[src/rtl/uart_rx_frame_if.sv]
// ---------------------------------------------------------------------------
// uart_rx_frame_if
//   Bundles the serial line, the per-frame configuration and the received
//   byte / status pulses of the UART receive framer.
//
//   RX_IN       serial line, idles high
//   PAR_EN      1 = frame carries a parity bit
//   PAR_TYP     0 = even parity, 1 = odd parity
//   Prescale    clock cycles per bit (8, 16 or 32)
//   P_DATA      last correctly received byte
//   data_valid  one-cycle pulse, P_DATA holds a new good byte
//   par_err     one-cycle pulse, parity mismatch, frame dropped
//   stp_err     one-cycle pulse, stop bit sampled low, frame dropped
//
//   master: line/config driver side; slave: the receiver.
// ---------------------------------------------------------------------------
interface uart_rx_frame_if #(
    parameter int DATA_WIDTH = 8,
    parameter int PRESC_W    = 6
);
    logic                  RX_IN;
    logic                  PAR_EN;
    logic                  PAR_TYP;
    logic [PRESC_W-1:0]    Prescale;
    logic [DATA_WIDTH-1:0] P_DATA;
    logic                  data_valid;
    logic                  par_err;
    logic                  stp_err;

    modport master (
        output RX_IN, PAR_EN, PAR_TYP, Prescale,
        input  P_DATA, data_valid, par_err, stp_err
    );

    modport slave (
        input  RX_IN, PAR_EN, PAR_TYP, Prescale,
        output P_DATA, data_valid, par_err, stp_err
    );
endinterface

[src/rtl/uart_rx_frame.sv]
// ---------------------------------------------------------------------------
// uart_rx_frame
//   Oversampling UART receiver: start bit, DATA_WIDTH data bits LSB first,
//   optional parity bit, one stop bit. Each bit lasts Prescale cycles and is
//   resolved by a 2-of-3 majority around its middle.
//
//   CLK    oversampling clock (baud x Prescale)
//   RST    asynchronous active-low reset
//   rx_if  slave side of uart_rx_frame_if (line, config, byte, pulses)
//
//   state  | meaning
//   IDLE   | line idle, waiting for a low level to start a frame
//   START  | inside the start bit, rejecting glitches
//   DATA   | shifting in data bits, LSB first
//   PARITY | sampling the parity bit and comparing it
//   STOP   | sampling the stop bit, issuing data_valid / par_err / stp_err
// ---------------------------------------------------------------------------
module uart_rx_frame #(
    parameter int DATA_WIDTH = 8,
    parameter int PRESC_W    = 6
) (
    input  logic            CLK,
    input  logic            RST,
    uart_rx_frame_if.slave  rx_if
);
    localparam int BIT_W = (DATA_WIDTH > 1) ? $clog2(DATA_WIDTH) : 1;

    typedef enum logic [2:0] {
        IDLE,
        START,
        DATA,
        PARITY,
        STOP
    } state_t;

    state_t                state_q, state_d;
    logic [PRESC_W-1:0]    edge_cnt_q, edge_cnt_d;
    logic [BIT_W-1:0]      bit_cnt_q, bit_cnt_d;
    logic [DATA_WIDTH-1:0] shift_q, shift_d;
    logic [PRESC_W-1:0]    presc_q, presc_d;
    logic                  par_en_q, par_en_d;
    logic                  par_typ_q, par_typ_d;
    logic [1:0]            smp_q, smp_d;
    logic                  stop_bit_q, stop_bit_d;
    logic                  par_bad_q, par_bad_d;
    logic [DATA_WIDTH-1:0] p_data_q, p_data_d;
    logic                  data_valid_q, data_valid_d;
    logic                  par_err_q, par_err_d;
    logic                  stp_err_q, stp_err_d;

    logic [PRESC_W-1:0]    half;
    logic                  at_smp0, at_smp1, at_res, at_wrap;
    logic                  maj;
    logic                  rx;

    assign rx      = rx_if.RX_IN;
    assign half    = presc_q >> 1;
    assign at_smp0 = (edge_cnt_q == half - PRESC_W'(1));
    assign at_smp1 = (edge_cnt_q == half);
    assign at_res  = (edge_cnt_q == half + PRESC_W'(1));
    assign at_wrap = (edge_cnt_q == presc_q - PRESC_W'(1));
    // Third sample is the live line value at the resolve edge.
    assign maj     = (smp_q[0] & smp_q[1]) | (smp_q[0] & rx) | (smp_q[1] & rx);

    always_ff @(posedge CLK or negedge RST) begin
        if (!RST) begin
            state_q      <= IDLE;
            edge_cnt_q   <= '0;
            bit_cnt_q    <= '0;
            shift_q      <= '0;
            presc_q      <= '0;
            par_en_q     <= 1'b0;
            par_typ_q    <= 1'b0;
            smp_q        <= '0;
            stop_bit_q   <= 1'b0;
            par_bad_q    <= 1'b0;
            p_data_q     <= '0;
            data_valid_q <= 1'b0;
            par_err_q    <= 1'b0;
            stp_err_q    <= 1'b0;
        end else begin
            state_q      <= state_d;
            edge_cnt_q   <= edge_cnt_d;
            bit_cnt_q    <= bit_cnt_d;
            shift_q      <= shift_d;
            presc_q      <= presc_d;
            par_en_q     <= par_en_d;
            par_typ_q    <= par_typ_d;
            smp_q        <= smp_d;
            stop_bit_q   <= stop_bit_d;
            par_bad_q    <= par_bad_d;
            p_data_q     <= p_data_d;
            data_valid_q <= data_valid_d;
            par_err_q    <= par_err_d;
            stp_err_q    <= stp_err_d;
        end
    end

    always_comb begin
        state_d      = state_q;
        edge_cnt_d   = edge_cnt_q;
        bit_cnt_d    = bit_cnt_q;
        shift_d      = shift_q;
        presc_d      = presc_q;
        par_en_d     = par_en_q;
        par_typ_d    = par_typ_q;
        smp_d        = smp_q;
        stop_bit_d   = stop_bit_q;
        par_bad_d    = par_bad_q;
        p_data_d     = p_data_q;
        data_valid_d = 1'b0;
        par_err_d    = 1'b0;
        stp_err_d    = 1'b0;

        if (state_q != IDLE) begin
            edge_cnt_d = at_wrap ? '0 : edge_cnt_q + PRESC_W'(1);
            if (at_smp0) smp_d[0] = rx;
            if (at_smp1) smp_d[1] = rx;
        end

        unique case (state_q)
            IDLE: begin
                if (!rx) begin
                    // Detect edge is edge 0 of the start bit.
                    state_d    = START;
                    edge_cnt_d = PRESC_W'(1);
                    bit_cnt_d  = '0;
                    par_bad_d  = 1'b0;
                    presc_d    = rx_if.Prescale;
                    par_en_d   = rx_if.PAR_EN;
                    par_typ_d  = rx_if.PAR_TYP;
                end
            end
            START: begin
                if (at_res && maj) begin
                    state_d    = IDLE;
                    edge_cnt_d = '0;
                end else if (at_wrap) begin
                    state_d   = DATA;
                    bit_cnt_d = '0;
                end
            end
            DATA: begin
                if (at_res) shift_d = {maj, shift_q[DATA_WIDTH-1:1]};
                if (at_wrap) begin
                    if (bit_cnt_q == BIT_W'(DATA_WIDTH - 1)) begin
                        bit_cnt_d = '0;
                        state_d   = par_en_q ? PARITY : STOP;
                    end else begin
                        bit_cnt_d = bit_cnt_q + BIT_W'(1);
                    end
                end
            end
            PARITY: begin
                if (at_res) par_bad_d = (maj != (par_typ_q ? ~^shift_q : ^shift_q));
                if (at_wrap) state_d = STOP;
            end
            STOP: begin
                if (at_res) stop_bit_d = maj;
                if (at_wrap) begin
                    // Stop error dominates a simultaneous parity error.
                    if (!stop_bit_q) begin
                        stp_err_d = 1'b1;
                    end else if (par_bad_q) begin
                        par_err_d = 1'b1;
                    end else begin
                        p_data_d     = shift_q;
                        data_valid_d = 1'b1;
                    end
                    if (!rx) begin
                        // Line already low: this edge is the next detect edge.
                        state_d    = START;
                        edge_cnt_d = PRESC_W'(1);
                        bit_cnt_d  = '0;
                        par_bad_d  = 1'b0;
                        presc_d    = rx_if.Prescale;
                        par_en_d   = rx_if.PAR_EN;
                        par_typ_d  = rx_if.PAR_TYP;
                    end else begin
                        state_d = IDLE;
                    end
                end
            end
            default: begin
                state_d    = IDLE;
                edge_cnt_d = '0;
            end
        endcase
    end

    assign rx_if.P_DATA     = p_data_q;
    assign rx_if.data_valid = data_valid_q;
    assign rx_if.par_err    = par_err_q;
    assign rx_if.stp_err    = stp_err_q;
endmodule

[src/flat_wrapper.sv]
// flat-port wrapper written by rule: the top's interface ports become plain ports
module uart_rx_frame_flat 
#(
    parameter int DATA_WIDTH = 8,
    parameter int PRESC_W    = 6
)
  (CLK, RST, rx_if_RX_IN, rx_if_PAR_EN, rx_if_PAR_TYP, rx_if_Prescale, rx_if_P_DATA, rx_if_data_valid, rx_if_par_err, rx_if_stp_err);
  uart_rx_frame_if #(.DATA_WIDTH(DATA_WIDTH), .PRESC_W(PRESC_W)) rx_if_i ();
  input  logic CLK;
  input  logic RST;
  input wire logic [$bits(rx_if_i.RX_IN)-1:0] rx_if_RX_IN;
  input wire logic [$bits(rx_if_i.PAR_EN)-1:0] rx_if_PAR_EN;
  input wire logic [$bits(rx_if_i.PAR_TYP)-1:0] rx_if_PAR_TYP;
  input wire logic [$bits(rx_if_i.Prescale)-1:0] rx_if_Prescale;
  output wire logic [$bits(rx_if_i.P_DATA)-1:0] rx_if_P_DATA;
  output wire logic [$bits(rx_if_i.data_valid)-1:0] rx_if_data_valid;
  output wire logic [$bits(rx_if_i.par_err)-1:0] rx_if_par_err;
  output wire logic [$bits(rx_if_i.stp_err)-1:0] rx_if_stp_err;
  assign rx_if_i.RX_IN = rx_if_RX_IN;
  assign rx_if_i.PAR_EN = rx_if_PAR_EN;
  assign rx_if_i.PAR_TYP = rx_if_PAR_TYP;
  assign rx_if_i.Prescale = rx_if_Prescale;
  assign rx_if_P_DATA = rx_if_i.P_DATA;
  assign rx_if_data_valid = rx_if_i.data_valid;
  assign rx_if_par_err = rx_if_i.par_err;
  assign rx_if_stp_err = rx_if_i.stp_err;
  uart_rx_frame #(.DATA_WIDTH(DATA_WIDTH), .PRESC_W(PRESC_W)) u_core (.CLK(CLK), .RST(RST), .rx_if(rx_if_i));
endmodule
[config.mk]
export PLATFORM = sky130hd
export DESIGN_NAME = uart_rx_frame_flat
export DESIGN_NICKNAME = d
export VERILOG_FILES = /design/src/rtl/uart_rx_frame_if.sv /design/src/rtl/uart_rx_frame.sv /design/src/flat_wrapper.sv
export SDC_FILE = /design/constraint.sdc
export NUM_CORES = 1
export LEC_CHECK = 0
export CORE_MARGIN = 4
export CORE_UTILIZATION = 35
export DETAILED_ROUTE_END_ITERATION = 8
export REMOVE_ABC_BUFFERS = 1
export SLEW_MARGIN = 0
export SYNTH_ARGS = -nofsm -noshare
export SYNTH_HDL_FRONTEND = slang
export SYNTH_SLANG_ARGS = --single-unit
[constraint.sdc]
create_clock -name CLK -period 6.9 [get_ports CLK]
set_input_delay 0.69 -clock CLK [delete_from_list [all_inputs] [get_ports CLK]]
set_output_delay 0.69 -clock CLK [all_outputs]
set_load 0.05 [all_outputs]
==> results.toml, run 1 <==
[sta]
tns_ns = 0
rsz0062_at_grt = "false"
layout_setup_ws_ns = 3.992
worst-slew-pin-transition_ns = 0.9256
fin_crit_ns = 2.908
fmax_mhz = 343.8
finalCritPeriodShare_pct = 42.15
hold_viol = 0
fin_skew_ns = 0.01652
slew_viol_final = 0
setup_viol = 0
slew_headroom_pct = 38.29

[clock_tree]
cts_sinks = 43
path_clk_slew_ns = 0.08
htree_levels = 2
ctsResizeCount = 0
cts_setup_buffers = 0
cts_buffers = 5
insertion_delay_ns = 0.31
clk_path_buf_depth = 2
cts_tree = "yes"
holdBufCountCts = 0
cts-root-buf = "clkbuf_8"

[placement]
post-place-ws_ns = 3.920
io_buffers = 21
gp_congestion = 0.8316
place_hpwl_mm = 3.400

[die]
core_um2 = 6869
dieArea_um2 = 8535
start_util_pct = 36.28
ios = 22
die-height_um = 92.39
fp-row-count = 30
die-width_um = 92.39

[min_path]
hold_path_class = "reg -> reg"

[yosys]
synth_edf_count = 0
synthesis.area_um2 = 2492
ys_async_sr_fraction_pct = 100.0
synth.avg_cell_area_um2 = 10.74
synth_top_area_share_pct = 43.17
yosysSeqAreaShare_pct = 43.17
synth_warnings = 0
synthCells = 232
synth.largest_area_cell = "dfrtp_1"
synth-seq-cells = 43
yosysUniqueCellTypes = 48
ys_top_cells_by_area = "dfrtp_1 43%, mux2_2 12%, xnor2_1 6.7%"
synthFlopType = "dfrtp_1"

[power]
power.density_nw_per_um2 = 401.1
power_mw = 1.136
ir_worst_vdd_uv = 107.0
p_leak_nw = 1.202

[finish]
mostFrequentLayoutCells = "43 x dfrtp_1, 27 x mux2_2, 20 x clkdlybuf4s50_1, 19 x xnor2_1"
layout.nets = 262
final_util_pct = 41.22
area_growth_pct = 13.60
mostFrequentLayoutCell = "dfrtp_1"
drive_gt1_share_pct = 19.59
diodes = 0

[routing]
drc = 0
routedWlPerCell_um = 13.89
drt_iter0_markers = 181
via_per_inst = 4.985
firstDrtPassIters = 4
wl_mm = 4.735
vias = 1700
antenna_left = 0

[global_routing]
grt_max_degree = 44
grt_usage_pct = 12.00
grt_overflow = 0
first_global_vias = 1649
grt_pass1_wl_mm = 8.286
antenna_found_initial = 0

[setup_path]
critPathMaxFanout = 15
required_ns = 7.09
crit_type = "reg -> reg"
end_kind = "register"
cp-start-kind = "register"
cp.arrival_ns = 3.10

[run]
drv_cap = 0

[status]
status = "finished clean"
[critical path, stage by stage, from the launching register on]
cell,delay [ns]
dfrtp_1,0.53
inv_2,0.10
ha_1,0.18
nand2_1,0.07
nor4bb_1,0.33
xnor2_1,0.17
nand4_2,0.33
a211oi_4,0.67
mux2_2,0.40
[flip-flops by register name (all words and copies together) (netlist names), 2 cells and up]
name and count:
u_core.state_q 3, u_core.edge_cnt_q 6, u_core.bit_cnt_q 3, u_core.presc_q 6, u_core.shift_q 8, u_core.rx_if.P_DATA 8, u_core.smp_q 2
[layer usage]
| layer | global-route usage [%] | routed length (um) | vias up |
|---|---|---|---|
| met2 | 17.40 | 2104 | 31 |
| met5 | 0 | 0 | - |
| li1 | - | - | 839 |
| met1 | 17.53 | 2363 | 823 |
| met3 | 2.031 | 190 | 7 |
| met4 | 5.074 | 76 | 0 |
[power by group]
group / leakage, nW / internal, mW / switching [mW]
Sequential: 0.561 / 0.321 / 0.130
Clock: 0.0408 / 0.0725 / 0.0958
Combinational: 0.600 / 0.267 / 0.250
Total: 1.20 / 0.660 / 0.476
[final cells by class]
cell class	instances	area [um^2]
Inverter	7	26.28
Multi-Input combinational cell	166	1311
Tap cell	96	120.1
Fill cell	664	4038
Sequential cell	43	1076
Clock inverter	3	23.77
Clock buffer	5	68.82
Timing Repair Buffer	21	205.2
[metrics by stage]
step | instance area [um^2] | hold slack, ns | std cells
6_report | 2831 | 0.4918 | 341
5_1_grt | 2831 | 0.5289 | 341
4_1_cts | 2831 | 0.4938 | 341
3_5_place_dp | 2739 | 0.4735 | 333
3_3_place_gp | 2739 | 0.4813 | 333
2_1_floorplan | 2414 | 0.3944 | 216
[worst paths after layout]
path                                        end  slack (ns)              start  cells after the start
max                           u_core.presc_q[4]        3.99  u_core.presc_q[2]                      8
min                        u_core.rx_if.stp_err        0.49  u_core.stop_bit_q                      1
max reg2reg                   u_core.presc_q[4]        3.99  u_core.presc_q[2]                      8
min reg2reg                u_core.rx_if.stp_err        0.49  u_core.stop_bit_q                      1
max in group asynchronous     u_core.presc_q[1]        5.81                RST                      1
min in group asynchronous      u_core.par_bad_q        0.52                RST                      1
[Yosys cell counts (4+ instances only)]
cell / number
a21oi_1: 6
buf_2: 5
clkbuf_1: 6
dfrtp_1: 43
ha_1: 7
inv_1: 6
mux2_2: 27
nand2_1: 13
nand3_1: 5
nand4_1: 5
nor2_1: 13
nor3_1: 7
nor4_1: 4
o21ai_0: 6
xnor2_1: 19
xor2_1: 10
[cell families (layout without fill, tap and decap cells)]
| group | after synthesis | after routing | synth area share (%) |
|---|---|---|---|
| AND/OR/NAND/NOR | 69 | 69 | 15.46 |
| flip-flops | 43 | 43 | 43.17 |
| XOR/XNOR | 30 | 30 | 10.84 |
| multiplexers | 30 | 30 | 13.40 |
| AO/OA/AOI/OAI | 29 | 29 | 8.987 |
| buffers and inverters | 23 | 36 | 4.216 |
| adder cells (fa/ha/maj) | 8 | 8 | 3.916 |
Power figures use the tool's default switching activity.
==> run 2: changes to the inputs <==
Clock period 6.9 ns to 2.9 ns, I/O delays scaled along.
==> run 2 against run 1 <==
Effect of this change: clock skew shrank 0.011 ns; die area is the same; final area grew 1.6%; setup slack lost 3.7 ns; via count grew 1.8%; critical path depth grew 2; routed wire length grew 4.8%; count of clock-buffer cells in the layout grew 1; sequential cell count is the same; global-route usage grew 0.56 points.
==> results.toml, run 2 (synthesis gave the netlist of run 1 again) <==
[power]
power.density_nw_per_um2 = 948.0
p_leak_nw = 1.231
ir_worst_vdd_uv = 407.5
power_mw = 2.727

[setup_path]
path_cells = "inv_1, ha_1, nand3b_1, o211a_1, o31ai_2, nand4_2, buf_4, a211oi_4, buf_4, mux2_2"
critical_path.max_stage_delay_ns = 0.46
cp_slowest_cell = "dfrtp_2"
critPathLaunch = "u_core.presc_q[1]"
cp-start-kind = "register"
critPathMaxFanout = 10
required_ns = 3.08
crit_top_cell = "buf_4"
cp.arrival_ns = 2.82
critical_path.top_delay_family = "compound AO/OA/AOI/OAI gates"
r2r-start = "u_core.presc_q[1]"
crit_type = "reg -> reg"
crit_buf_inv = 3
end_kind = "register"

[finish]
area_growth_pct = 15.41
final_area_um2 = 2877
drive_gt1_share_pct = 21.91
diodes = 0
fillers = 684
layout.nets = 268
regArea_um2 = 1077
mostFrequentLayoutCell = "dfrtp_1"
multiInputGateArea_um2 = 1318
mostFrequentLayoutCells = "42 x dfrtp_1, 27 x mux2_2, 20 x clkdlybuf4s50_1, 19 x xnor2_1"

[die]
die-width_um = 92.39
core_um2 = 6869
die-height_um = 92.39
ios = 22
fp-row-count = 30
start_util_pct = 36.28
dieArea_um2 = 8535

[clock_tree]
path_clk_slew_ns = 0.08
holdBufCountCts = 0
htree_levels = 2
cts_buffers = 5
cts-root-buf = "clkbuf_8"
clk_path_buf_depth = 2
ctsResizeCount = 0
cts_sinks = 43
cts_setup_buffers = 0
insertion_delay_ns = 0.29
cts_tree = "yes"

[routing]
wl_mm = 4.963
routedWlPerCell_um = 14.30
firstDrtPassIters = 4
drc = 0
antenna_left = 0
drt_iter0_markers = 128
via_per_inst = 4.986
vias = 1730

[global_routing]
grt_overflow = 0
antenna_found_initial = 0
grt_pass1_wl_mm = 8.597
first_global_vias = 1742
grt_usage_pct = 12.57
grt_max_degree = 44

[placement]
gp_congestion = 0.8820
place_area_um2 = 2784
io_buffers = 21
place_hpwl_mm = 3.523

[sta]
slew_headroom_pct = 34.83
tns_ns = 0
finalCritPeriodShare_pct = 91.00
slew_viol_final = 0
hold_viol = 0
fmax_mhz = 378.9
fin_crit_ns = 2.639
worst-slew-pin-transition_ns = 0.9775
rsz0062_at_grt = "false"
setup_viol = 0
fin_skew_ns = 0.005378

[status]
status = "finished clean"

[run]
drv_cap = 0

[min_path]
hold_path_class = "in -> async"
-- run 2: report_power, final --
part           switching, mW  leakage [nW]  internal (mW)
combinational          0.624         0.630          0.661
sequential             0.305         0.560          0.765
clock                  0.204        0.0412          0.168
total                   1.13          1.23           1.59
-- run 2: worst reg2reg max path, delay by kind of cell, from the launching register on --
family | cells | cell delay (ns)
AOI/OAI and AO/OA | 3 | 0.63
adders and majority gates | 1 | 0.25
buffers and inverters | 3 | 0.55
DFF | 1 | 0.46
muxes | 1 | 0.33
and+or+nand+nor | 2 | 0.31
-- run 2: path summary, 6_finish.rpt --
| kind | to | slack, ns | cells after the start |
|---|---|---|---|
| min in group CLK | u_core.rx_if.stp_err | 0.49 | 1 |
| setup / recovery | u_core.presc_q[0] | 0.26 | 10 |
| hold reg to reg | u_core.rx_if.stp_err | 0.49 | 1 |
| setup reg to reg | u_core.presc_q[0] | 0.26 | 10 |
| hold / removal | u_core.bit_cnt_q[0] | 0.15 | 1 |
| max in group asynchronous | u_core.presc_q[1] | 2.07 | 1 |
-- run 2: metal layers --
layer	track usage (%)	routed length, um	up-vias
li1	-	-	854
met1	17.87	2547	841
met2	18.79	2200	30
met3	2.275	121	5
met4	5.074	93	0
met5	0	0	-
-- run 2: area by class of cell --
cell class / count / share of cell area, %
inverters: 7 / 0.9134
well taps: 96 / 4.176
multi-input cells: 166 / 45.80
clock inverters: 2 / 0.4350
flip-flops and latches: 43 / 37.45
repair buffers: 27 / 8.699
clock buffers: 6 / 2.523
-- run 2: stage by stage --
step	hold WS, ns	std cells	setup slack (ns)	util (%)
4_1_cts	0.1891	347	0.1674	41.77
5_1_grt	0.2278	347	0.07457	41.88
6_report	0.1529	347	0.2611	41.88
2_1_floorplan	-0.005591	216	0.3632	-
3_5_place_dp	0.4816	339	0.2078	40.53
3_3_place_gp	0.4896	339	0.3061	40.53
